===== config.mk =====
export PLATFORM = sky130hd
export DESIGN_NAME = spi_master
export DESIGN_NICKNAME = d
export VERILOG_FILES = /design/src/rtl/spi_master.sv
export SDC_FILE = /design/constraint.sdc
export NUM_CORES = 1
export LEC_CHECK = 0
export ABC_AREA = 0
export ABC_CLOCK_PERIOD_IN_PS = 2000
export CORE_AREA = 3 3 117 119
export CTS_BUF_LIST = sky130_fd_sc_hd__clkbuf_8
export DETAILED_ROUTE_END_ITERATION = 6
export DIE_AREA = 0 0 120 122
export PLACE_DENSITY = 0.66
export SETUP_SLACK_MARGIN = 0.2
export SLEW_MARGIN = 20
export SYNTH_ARGS = -nofsm -noshare
export SYNTH_HDL_FRONTEND = slang
export SYNTH_SLANG_ARGS = --single-unit

===== constraint.sdc =====
create_clock -name clk_i -period 2 [get_ports clk_i]
set_clock_uncertainty 0.15 [all_clocks]
set_input_delay 0.4 -clock clk_i [delete_from_list [all_inputs] [get_ports clk_i]]
set_output_delay 0.4 -clock clk_i [all_outputs]
set_load 0.05 [all_outputs]

===== src/rtl/spi_master.sv =====
// SPI master: full-duplex, MSB-first, one N-bit frame per accepted start.
// Chip select, SCLK and MOSI all come straight from flops so the pins are glitch-free.
//
//   state   | meaning
//   --------+--------------------------------------------------------------
//   S_IDLE  | CS high, SCLK at CPOL, waiting for start_i
//   S_SETUP | CS low, SCLK parked, CS_SETUP cycles before the first SCLK edge
//   S_SHIFT | 2*N SCLK edges, one every CLK_DIV cycles; last edge ends the state
//   S_HOLD  | SCLK parked, CS still low for CS_HOLD cycles
//   S_DONE  | CS high, done_o pulse, rx_data_o updated; back to idle next cycle
module spi_master #(
   parameter int unsigned N        = 32,
   parameter logic        CPOL     = 1'b0,
   parameter logic        CPHA     = 1'b0,
   parameter int unsigned CLK_DIV  = 4,
   parameter int unsigned CS_SETUP = 2,
   parameter int unsigned CS_HOLD  = 2
) (
   input  logic         clk_i,
   input  logic         rst_ni,
   input  logic         start_i,
   input  logic [N-1:0] tx_data_i,
   output logic         busy_o,
   output logic         done_o,
   output logic [N-1:0] rx_data_o,
   output logic         spi_sclk_o,
   output logic         spi_cs_o,
   output logic         spi_mosi_o,
   input  logic         spi_miso_i
);

   localparam int unsigned PH_MAX = (CS_SETUP > CS_HOLD) ? CS_SETUP : CS_HOLD;
   localparam int unsigned PW     = $clog2(PH_MAX + 1);
   localparam int unsigned DW     = $clog2(CLK_DIV + 1);
   localparam int unsigned EW     = $clog2(2 * N + 1);

   localparam logic [PW-1:0] SETUP_LD = PW'(CS_SETUP - 1);
   localparam logic [PW-1:0] HOLD_LD  = PW'(CS_HOLD - 1);
   localparam logic [DW-1:0] DIV_LD   = DW'(CLK_DIV - 1);
   localparam logic [EW-1:0] EDGES    = EW'(2 * N);
   localparam logic [EW-1:0] LAST_EDGE = EW'(1);

   typedef enum logic [2:0] {
      S_IDLE,
      S_SETUP,
      S_SHIFT,
      S_HOLD,
      S_DONE
   } state_t;

   state_t         state;
   logic [PW-1:0]  ph_cnt;
   logic [DW-1:0]  div_cnt;
   logic [EW-1:0]  edge_rem;
   logic [N-1:0]   tx_sr;
   logic [N-1:0]   rx_sr;

   // Frame sequencer; edge_rem counts SCLK edges still to come, so an even
   // value means the next toggle is a leading edge and 1 means the final edge.
   always_ff @(posedge clk_i or negedge rst_ni) begin
      if (!rst_ni) begin
         state      <= S_IDLE;
         ph_cnt     <= '0;
         div_cnt    <= '0;
         edge_rem   <= '0;
         tx_sr      <= '0;
         rx_sr      <= '0;
         busy_o     <= 1'b0;
         done_o     <= 1'b0;
         rx_data_o  <= '0;
         spi_sclk_o <= CPOL;
         spi_cs_o   <= 1'b1;
         spi_mosi_o <= 1'b0;
      end else begin
         done_o <= 1'b0;
         case (state)
            S_IDLE: begin
               if (start_i) begin
                  tx_sr    <= tx_data_i;
                  rx_sr    <= '0;
                  spi_cs_o <= 1'b0;
                  busy_o   <= 1'b1;
                  if (CPHA == 1'b0) spi_mosi_o <= tx_data_i[N-1];
                  ph_cnt   <= SETUP_LD;
                  state    <= S_SETUP;
               end
            end
            S_SETUP: begin
               if (ph_cnt == '0) begin
                  div_cnt  <= DIV_LD;
                  edge_rem <= EDGES;
                  state    <= S_SHIFT;
               end else begin
                  ph_cnt <= ph_cnt - PW'(1);
               end
            end
            S_SHIFT: begin
               if (div_cnt == '0) begin
                  div_cnt    <= DIV_LD;
                  spi_sclk_o <= ~spi_sclk_o;
                  if (edge_rem[0] == 1'b0) begin
                     if (CPHA == 1'b0) begin
                        rx_sr <= {rx_sr[N-2:0], spi_miso_i};
                     end else begin
                        spi_mosi_o <= tx_sr[N-1];
                        tx_sr      <= {tx_sr[N-2:0], 1'b0};
                     end
                  end else begin
                     if (CPHA == 1'b0) begin
                        // MOSI stays put after the final trailing edge
                        if (edge_rem != LAST_EDGE) begin
                           spi_mosi_o <= tx_sr[N-2];
                           tx_sr      <= {tx_sr[N-2:0], 1'b0};
                        end
                     end else begin
                        rx_sr <= {rx_sr[N-2:0], spi_miso_i};
                     end
                  end
                  if (edge_rem == LAST_EDGE) begin
                     ph_cnt <= HOLD_LD;
                     state  <= S_HOLD;
                  end else begin
                     edge_rem <= edge_rem - EW'(1);
                  end
               end else begin
                  div_cnt <= div_cnt - DW'(1);
               end
            end
            S_HOLD: begin
               if (ph_cnt == '0) begin
                  spi_cs_o  <= 1'b1;
                  busy_o    <= 1'b0;
                  done_o    <= 1'b1;
                  rx_data_o <= rx_sr;
                  state     <= S_DONE;
               end else begin
                  ph_cnt <= ph_cnt - PW'(1);
               end
            end
            S_DONE: begin
               state <= S_IDLE;
            end
            default: begin
               state <= S_IDLE;
            end
         endcase
      end
   end

endmodule

---- Yosys cells after proc, flatten, opt, wreduce, memory -nomap -nowiden ----
Cells that the tools add are included.
storage, ports and cells
  flip-flop bits (word level) ............. 115
  logic and storage cells ................. 88
  output and inout bits ................... 37
  input port bits ......................... 36
cells by class
  reduce and logical (&&, ||, !) cells .... 17
  equality and inequality tests ........... 15
  add/sub/neg operators ................... 3
  mux-type cells .......................... 40
  bitwise logic cells ..................... 1
operators with widths
  kind                                                                     number
  31-bit two-way mux                                                       4
  32-bit two-way mux                                                       3
  32-bit case mux with 2 select lines                                      1
  31-bit case mux with 2 select lines                                      1
  3-bit two-way mux                                                        7
  7-bit two-way mux                                                        3
  2-bit inequality test, second input constant                             10
  5-bit AND reduction                                                      3
  7-bit case mux with 2 select lines                                       1
  3-bit case mux with 4 select lines                                       1
  1-bit two-way mux                                                        10
  2-bit two-way mux                                                        4
  4-bit AND reduction                                                      2
  7-bit by 1-bit == test with 1-bit output, second input constant          1
  7-bit by 1-bit inequality test with 1-bit output, second input constant  1
  7-bit by 1-bit subtractor with 7-bit output, second input constant       1
  3-bit by 2-bit == test with 1-bit output, second input constant          2
  3-bit zero test                                                          2
  1-bit case mux with 2 select lines                                       3
  2-bit case mux with 3 select lines                                       1
  3-bit case mux with 2 select lines                                       1
  2-bit AND reduction                                                      3
  2-bit nonzero test                                                       3
  3-bit by 1-bit == test with 1-bit output, second input constant          1
  7 further kinds                                                          7

---- Depth between registers and ports, before layout ----
  word-level depth ........................ 5
  depth in mapped cells ................... 8
  gate-level depth less buffers ........... 6

---- Worst setup path before layout ----
OpenSTA, ideal clock, no wires.
  path kind ............................... register to register
  start point ............................. register div_cnt[0]
  end point ............................... register edge_rem[2]
  path buffers ............................ 0
  setup slack ............................. 31 ps
  cell stages (with the launch flop) ...... 7
  setup time .............................. 126 ps
  clock period less this slack ............ 1969 ps
  data arrival time ....................... 1693 ps
  required time ........................... 1724 ps
  cell sequence ........................... dfrtp_1 inv_1 ha_1 and2b_1 nor3b_2 a2bb2oi_1 a221o_1
on the way
  word-level cells in the longest chain between the ends .. 3
RTL lines
  element                                 RTL line  RTL
  start: declaration                      53        logic [DW-1:0] div_cnt;
  start signal: assignment                126       div_cnt <= div_cnt - DW'(1);
  3-bit zero test                         98        if (div_cnt == '0) begin
  2-bit inequality test (no source line)  -
  4-bit AND reduction (no source line)    -
  end signal: assignment                  123       edge_rem <= edge_rem - EW'(1);
  end: declaration                        54        logic [EW-1:0] edge_rem;
No other way between the ends.
A chain may end at the register's enable or synchronous reset.

---- Worst setup path in the final report ----
Ends and elaborated chain as after synthesis.

==> summary.md <==
| Metric | Value |
|---|---|
| Worst Max-Slew Pin Slew | about 0.54 ns |
| Setup CP Type | register to register |
| Clock-pin slew on the worst setup and hold paths | around 0.070 ns |
| Clk Latency, worst-skew pair | about 0.42 ns |
| Dpl hpwl | roughly 6.9 mm |
| Final setup viols | 0 |
| Slew Viols, Final | 0 |
| Final GP Congestion | between 0.7 and 0.8 |
| Pwr per Cell Area | between 1000 and 1500 nW/um^2 |
| Peak VDD IR | between 0.6 and 0.7 mV |
| Pin count of the biggest net entering global routing | 65 |
| First-pass GRT wire length | 18.6 mm |
| TNS Setup | 0 ns |
| Top post-synthesis cells by area | dfrtp_1, mux2_2, nand2_1, o21ai_0, buf_6 |
| EDFF count, synth | 0 |
| Critical path capture point type | register |
| Hold WS | 0.320 ns |
| Fmax | roughly 500 MHz |
| Initial antenna violation count | 0 |
| DRT Pass-1 Iters | 4 |
| Layout cells sized above 1 | 0.417 |
| Clock buffer depth | 2 |
| Ant diodes | 0 |
| Core area | between 10000 and 15000 um^2 |
| Post-route ant nets | 0 |
| Final min period | ~2.0 ns |
| Top-count cell post-synth | nand2_1 |
| I/O pin count | between 70 and 80 |
| CTS tree | yes |
| Drt via density | between 5 and 6 |
| Number of global-route vias before repair | 3875 |
| Setup ws final | 0.0231 ns |
| Row count | 41 |
| CTS root buffer | clkbuf_8 |
| Die W | between 100 and 150 um |
| Worst setup SP type | register |
| Synth async-reset ratio | 1.00 |
| Fillcell total | 1073 |
| DRT Wirelength | around 13 mm |
| Total CTS buffers | 17 |
| Post-synth top area share | 0.560 |
| Multi-input gate area | 2460 um^2 |
| Max cap viols | 0 |
| Yosys warns | 0 |
| Initial core utilization | 0.402 |
| Final net count | roughly 640 |
| Synthesized area | 5090 um^2 |
| H-tree depth | 4 |
| Seq cells post-synth | 115 |
| Cell area after placement | around 6000 um^2 |
| Worst slew margin | 0.641 |
| Status | finished, final reports clean |
| Ys flop type | dfrtp_1 |
| Crit path DAT | 2.13 ns |
| Total clock sinks | 115 |
| FF+latch area | 2880 um^2 |
| Final hold violations | 0 |
| Unrepaired setup endpoints after global routing | true |
| Die area | 14600 um^2 |
| Leak | between 3 and 4 nW |
| Commonest cells post-synth | nand2_1, dfrtp_1, mux2_2 |
| Yosys cell types | 44 |
| GR Util All Layers | 0.160 |
| Syn-to-layout area delta | 43.0% |
| Syn_area_per_cell | around 11 um^2 |
| Synthesized instance count | between 400 and 500 |
| Part of the cycle the worst path needs | 0.988 |
| Number of port buffers | about 70 |
| Top cell type by total area after synthesis | dfrtp_1 |
| Worst Hold Class | register to register |
| Pre-CTS setup slack | -0.221 ns |
| CP required | around 2.2 ns |
| Global route overflow | 0 |
| Critical Path Fanout Max | 5 |
| DR vias | about 4000 |
| Final instance area | 7290 um^2 |
| Die Ht | ~120 um |
| Sequential share of the synthesized area | 0.565 |
| Routed WL per cell | between 15 and 20 um |
| Net Count, Synth | between 500 and 600 |
| DR iter-0 viols | between 200 and 250 |
| DRC | 0 |
==> critical path, stage by stage (launching register included) <==
cell and delay (ns):
dfrtp_1 0.39, inv_2 0.09, ha_4 0.14, and2b_2 0.21, nor3b_4 0.23, buf_6 0.16, buf_12 0.11, a2bb2oi_4 0.05
a221o_1 0.34
==> state kept, by name (all words and copies together), names as in the netlist <==
register	cells
spi_sclk_o	1
spi_cs_o	1
done_o	1
state	3
div_cnt	3
ph_cnt	2
spi_mosi_o	1
busy_o	1
tx_sr	31
edge_rem	7
rx_data_o	32
rx_sr	32
==> layout by cell type (no fill, tap or decap), types with 2 or more instances in the layout <==
master / n
nand2_2: 7
and2_1: 2
nor2_1: 9
inv_1: 11
o21ai_0: 4
clkinv_4: 2
buf_12: 11
mux2_4: 16
a21oi_1: 6
clkinv_2: 3
dfrtp_2: 2
bufinv_16: 4
nand2_1: 137
nor2b_1: 2
a22o_1: 2
mux2_2: 45
a31oi_1: 4
dfrtp_1: 112
inv_2: 2
o21ai_1: 7
nand2b_1: 4
buf_6: 6
buf_4: 65
clkbuf_8: 19
nand4_1: 2
o21ai_2: 26
mux2_1: 2
a32o_1: 2
clkbuf_16: 5
clkdlybuf4s50_1: 34
ha_1: 4
nand2_4: 24
==> area by class of cell <==
cell class	count	share of cell area
Clock inverter	13	0.0230
Multi-Input combinational cell	331	0.337
Inverter	10	0.00515
Sequential cell	115	0.395
Tap cell	172	0.0295
Clock buffer	19	0.0359
Timing Repair Buffer	123	0.174
==> metal layers <==
layer	GRT usage	vias up	routed length, um
met3	0.0469	17	584
met5	0	-	0
met4	0.0623	0	195
met1	0.216	1971	5920
met2	0.244	103	6060
li1	-	1849	-
==> final timing paths <==
path	start	endpoint	slack [ns]	cells past startpoint
max in group asynchronous	rst_ni	rx_data_o[6]	0.73	3
min reg2reg	spi_sclk_o	spi_sclk_o	0.32	1
max reg2reg	div_cnt[0]	edge_rem[2]	0.02	8
min in group asynchronous	rst_ni	tx_sr[4]	0.34	2
max	div_cnt[0]	edge_rem[2]	0.02	8
min	spi_sclk_o	spi_sclk_o	0.32	1
==> power by group <==
part | internal, mW | total, mW | switching (mW)
Clock | 1.40 | 2.32 | 0.913
Sequential | 2.85 | 3.19 | 0.343
Combinational | 1.97 | 3.81 | 1.85
==> what timing repair did <==
item,4_1_cts,5_1_grt
hold buffers,1,0
setup endpoints to repair,71,106
setup buffers,9,9
cloned,0,9
pin swaps,6,39
endpoints found under the hold margin,34,0
gates resized for setup,11,146
==> through the flow <==
stage | power, mW | cells | util
CTS | 8.38 | 765 | 0.520
global route | 9.82 | 783 | 0.575
global placement | 5.74 | 723 | 0.477
detailed placement | 5.85 | 723 | 0.477
floorplan | 5.13 | 481 | -
finish | 9.32 | 783 | 0.575
==> cells by family after synthesis <==
kind of cell,after synthesis,share of synthesized area
adders and majority gates,5,0.0123
and+or+nand+nor,202,0.168
buffers and inverters,35,0.0386
muxes,64,0.141
xor gates and xnor gates,1,0.00172
AOI/OAI and AO/OA,59,0.0732
DFF,115,0.565
Power figures use the tool's default switching activity.
==> edit 1: new RTL, same flow settings <==
Make the reset (`rst_ni`) synchronous in one clocked block.
--- a/src/rtl/spi_master.sv
+++ b/src/rtl/spi_master.sv
@@ -59,3 +59,3 @@
    // value means the next toggle is a leading edge and 1 means the final edge.
-   always_ff @(posedge clk_i or negedge rst_ni) begin
+   always_ff @(posedge clk_i) begin
       if (!rst_ni) begin
Check against the original RTL: differs if rst_ni is asserted again (counterexample within 4 cycles, from zero or initial values and one cycle with rst_ni low); with rst_ni held inactive, the same outputs for 10 cycles.
==> edit 1 against the unedited design <==
Area after synthesis is 3.8% lower. Setup slack gained 0.16 ns. Synthesized cell count grew 25%. Global-route usage decreased by 0.67 points. Sequential cell count stayed put. Worst hold slack lost 0.11 ns. Routed wire length fell by 13%. Via count up 7.0%. Cell area fell by 12%. Non-clock buffer count is 12 lower. Highest routed layer unchanged.
Power is not compared: it rests on default switching activity, and its combinational part moved more than twofold at a synthesized area within 25%.
==> edit 1: results (changes against the unedited design) <==
crit_fanout: 16  # was 5
grt_start_max_net_pins: 71  # was 65
min_path_type: "in2reg"  # was reg2reg
run_status: "finished clean"  # unchanged
netlist_top_cells_count: "196 x sky130_fd_sc_hd__nand2_1, 115 x sky130_fd_sc_hd__dfxtp_1, 39 x sky130_fd_sc_hd__nor2b_1"  # was 168 x sky130_fd_sc_hd__nand2_1, 114 x sky130_fd_sc_hd__dfrtp_1, 59 x sky130_fd_sc_hd__mux2_2
grt.total_usage_pct: 15.32  # was 15.99%
drt_iter0_drc: 192  # was 206
fillCellCount: 1213  # was 1,073
synth_cell_types: 47  # was 44
total_vias_in_the_final_route: 4214  # was 3,940
number_of_placed_cells_counting_well_taps: 828  # was 723
reg.largest.list: "rx_data_o: 32 flops, rx_sr: 32 flops, tx_sr: 31 flops"  # unchanged
clkLatencyLatePin_ns: 0.43
clock_tree.buffer_depth: 2  # unchanged
grt_first_pass_wirelength_um: 18370  # was 18,590 µm
synthArstFlopShare_pct: 0  # was 100.0%
dp.final_hpwl_um: 7095  # was 6903 µm
nets: 729  # was 639
postSynthNetCount: 644  # was 522
top_area_cells_in_the_synthesized_netlist: "sky130_fd_sc_hd__dfxtp_1 47%, sky130_fd_sc_hd__nand2_1 15%, sky130_fd_sc_hd__a21boi_0 5.1%"  # was sky130_fd_sc_hd__dfrtp_1 56%, sky130_fd_sc_hd__mux2_2 13%, sky130_fd_sc_hd__nand2_1 12%
timing.critical_path.slowest_stage_cell: "sky130_fd_sc_hd__or3b_4"  # was sky130_fd_sc_hd__dfrtp_1
clk_pin_slew_ns: 0.07  # about the same
irDropWorstVdd_v: 0.0005824
place_congestion: 0.8125  # was 0.7882
grt_pass1_vias: 3895  # was 3,875
post_drt_wl_per_cell_um: 12.76  # was 16.29 µm
syn_avg_cell_area_um2: 8.132  # was 10.59 µm²
yosysSeqAreaShare_pct: 46.95  # was 56.51%
worst-endpoint-arrival_ns: 2.03  # was 2.13 ns
max_stage_delay_ns: 0.45  # was 0.39 ns
vias_per_cell: 4.827  # was 5.032
post_route_cells_drive_above_1_share_pct: 19.12  # was 41.73%
timing.slew.headroom_pct: 71.80  # was 64.09%
most_instantiated_flip_flop_cell_in_the_synthesis_netlist: "sky130_fd_sc_hd__dfxtp_1"  # was sky130_fd_sc_hd__dfrtp_1
edit 1: routing by layer:
metal	routed length (µm)	track usage, %
met5	0	0
met3	534	5.617
met1	5239	18.79
met4	107	4.152
met2	5257	25.47
edit 1: layout make-up:
type | instances | area, µm² | share of cell area, %
Multi-Input combinational cell | 436 | 2411 | 37.78
Clock buffer | 20 | 275.3 | 4.314
Clock inverter | 12 | 115.1 | 1.804
Sequential cell | 115 | 2308 | 36.18
Tap cell | 172 | 215.2 | 3.373
Inverter | 7 | 26.28 | 0.4118
Timing Repair Buffer | 111 | 1030 | 16.14
edit 1: kinds of logic (layout without fill, tap and decap cells):
kind of cell | Yosys count | after routing | share of synthesized area, %
buffers and inverters | 52 | 150 | 5.231
AND/OR/NAND/NOR | 304 | 304 | 28.37
adder cells (fa/ha/maj) | 5 | 5 | 1.276
flip-flops | 115 | 115 | 46.95
XOR/XNOR | 6 | 6 | 1.072
AO/OA/AOI/OAI | 121 | 121 | 17.10
edit 1: what timing repair did:
| action | 4_1_cts | 5_1_grt |
|---|---|---|
| endpoints found under the setup margin | 69 | 72 |
| pin swaps | 2 | 6 |
| gates resized for setup | 12 | 14 |
| buffers inserted | 4 | 6 |
| cloned | 2 | 1 |
edit 1: stage by stage:
step                area (µm²)  worst slack, ns  hold slack, ns
floorplan                 4903           0.2377          0.2798
detailed placement        5759          -0.2223          0.2974
finish                    6381           0.1792          0.2051
global route              6381           0.1186          0.1872
global placement          5759          -0.1631          0.2907
CTS                       6280           0.2011          0.1843
edit 1: path summary, 6_finish.rpt:
check	startpoint	to	slack [ns]	depth (start not counted)
max	state[2]	rx_sr[21]	0.18	6
min	rst_ni	rx_data_o[22]	0.21	2
max reg2reg	state[2]	rx_sr[21]	0.18	6
min reg2reg	tx_sr[4]	tx_sr[4]	0.31	2
edit 1: worst register-to-register path: cells and delay by family, from the launching register on:
family	cells	cell delay, ns
compound gates	2	0.31
buf+inv	2	0.39
flops	1	0.35
simple gates	2	0.55
edit 1: power breakdown:
part / leakage (nW) / total, mW / switching (mW) / internal (mW)
logic: 1.38 / 1.30 / 0.691 / 0.610
registers: 0.935 / 2.56 / 0.114 / 2.45
clock network: 0.208 / 2.10 / 0.913 / 1.18
==> edit 2: new RTL, same settings <==
Made on the original files. `CPHA`: 1'b0 -> 1'b1.
--- a/src/rtl/spi_master.sv
+++ b/src/rtl/spi_master.sv
@@ -13,3 +13,3 @@
    parameter logic        CPOL     = 1'b0,
-   parameter logic        CPHA     = 1'b0,
+   parameter logic        CPHA     = 1'b1,
    parameter int unsigned CLK_DIV  = 4,
Formal check against the unedited RTL: not equivalent (a bounded check fails within 4 cycles, from zero or initial values and one cycle with rst_ni low).
==> edit 2 against the unedited design <==
Total power up 3.5%. Cell area down 2.7%. Sequential cell count up 1. Critical path type unchanged. Area after synthesis down 5.8%. First-iteration DRC count down 5.3%. Setup slack worse by 0.15 ns. Clock power up 3%. Largest cell class unchanged. The flow now finishes with violations (setup timing). Critical path depth down 1. Routed wire length down 4.8%. Highest routed layer unchanged.
==> edit 2: results (changes against the unedited design) <==
met1Wirelength_um: 5270  # was 5917 µm
grt_pass1_vias: 4075  # was 3,875
reg.largest.list: "rx_data_o: 32 flops, rx_sr: 32 flops, tx_sr: 32 flops"  # was rx_data_o: 32 flops, rx_sr: 32 flops, tx_sr: 31 flops
irDropWorstVdd_v: 0.0007277  # was 0.0006161 V
run_status: "complete, but fails checks"  # was finished clean
critical_path.endpoint: "edge_rem[4]"  # was edge_rem[2]
grt_start_max_net_pins: 39  # was 65
layout.core_utilization_pct: 55.97  # was 57.50%
post_route_cells_drive_above_1_share_pct: 29.55  # was 41.73%
top_area_cells_in_the_synthesized_netlist: "sky130_fd_sc_hd__dfrtp_1 60%, sky130_fd_sc_hd__nand2_1 13%, sky130_fd_sc_hd__a22o_1 5.8%"  # was sky130_fd_sc_hd__dfrtp_1 56%, sky130_fd_sc_hd__mux2_2 13%, sky130_fd_sc_hd__nand2_1 12%
worstMarginPinSlew_ns: 0.4872  # was 0.5387 ns
postSynthNetCount: 528  # was 522
failed_checks: "setup timing"
total_vias_in_the_final_route: 3983  # was 3,940
cell_internal_pwr_mw: 6.136  # was 6.216 mW
min_setup_slack_post_route_ns: -0.1260  # was 0.02305 ns
netlist_top_cells_count: "164 x sky130_fd_sc_hd__nand2_1, 115 x sky130_fd_sc_hd__dfrtp_1, 41 x sky130_fd_sc_hd__nor2_1"  # was 168 x sky130_fd_sc_hd__nand2_1, 114 x sky130_fd_sc_hd__dfrtp_1, 59 x sky130_fd_sc_hd__mux2_2
worstReg2RegStart: "edge_rem[1]"  # was div_cnt[0]
dp.final_hpwl_um: 6862  # was 6903 µm
timing.critical_path.slowest_stage_cell: "sky130_fd_sc_hd__or4b_4"  # was sky130_fd_sc_hd__dfrtp_1
wl_um: 12140  # was 12,750 µm
total_leakage_power_nw: 3.303  # was 3.483 nW
synth_cell_types: 43  # was 44
yosysSeqAreaShare_pct: 60.49  # was 56.51%
drt_iter0_drc: 195  # was 206
place_congestion: 0.7556  # was 0.7882
setup_violations: 49  # was 0
route.met3.wl_um: 689  # was 584 µm
drt_pass1_iterations: 5  # was 4
grt_first_pass_wirelength_um: 20400  # was 18,590 µm
max_stage_delay_ns: 0.45  # was 0.39 ns
r2r_cells: 7  # was 8
==> edit 2: routing by layer <==
metal	vias up	global-route usage, %
met3	20	4.968
met5	-	0
met2	136	29.12
met1	1944	22.59
met4	0	6.299
li1	1883	-
==> edit 2: cells by family (layout without fill, tap and decap cells) <==
group	Yosys count	count (layout)	synth area share (%)
xor+xnor	1	1	0.1825
fa+ha+maj	5	5	1.303
buf+inv	42	171	3.831
simple gates	230	230	19.49
compound gates	92	92	14.39
flops	116	116	60.49
mux	1	1	0.3127
==> edit 2: power groups by stage <==
stage	clock network (mW)	registers (mW)	logic, mW
CTS	2.44	3.22	3.49
finish	2.38	3.30	3.96
floorplan	0	3.27	1.66
detailed placement	0	3.21	2.66
global route	2.55	3.36	4.31
global placement	0	3.19	2.57
==> edit 2: repair_timing <==
action                                  4_1_cts  5_1_grt
hold buffers                                  1        0
gates resized for setup                      48       39
cloned                                        8        1
pin swaps                                    13       10
endpoints found under the setup margin       75       76
endpoints found under the hold margin        27        0
setup buffers                                14        5
==> edit 2: worst min-delay path by stage <==
stage,from,end,slack (ns)
detailed placement,rst_ni,rx_sr[17],0.22
finish,rst_ni,rx_sr[17],0.29
global placement,rst_ni,rx_sr[17],0.22
global route,rst_ni,rx_sr[17],0.29
CTS,rst_ni,rx_sr[17],0.26
floorplan,rst_ni,busy_o,-0.05
==> edit 2: metrics by stage <==
stage	setup TNS, ns	instances	worst slack (ns)
final	-2.797	788	-0.1260
after global routing	-7.588	788	-0.2025
after CTS	-0.6252	782	-0.1199
after detailed placement	-7.250	727	-0.1623
after global placement	-4.627	727	-0.09502
after floorplan	-0.2837	487	-0.1702
==> edit 2: layout make-up <==
cell class | instances | area share [%]
clock buffers | 17 | 3.299
clock inverters | 15 | 2.929
inverters | 13 | 0.6881
multi-input cells | 329 | 29.23
flip-flops and latches | 116 | 40.95
well taps | 172 | 3.035
repair buffers | 126 | 19.87
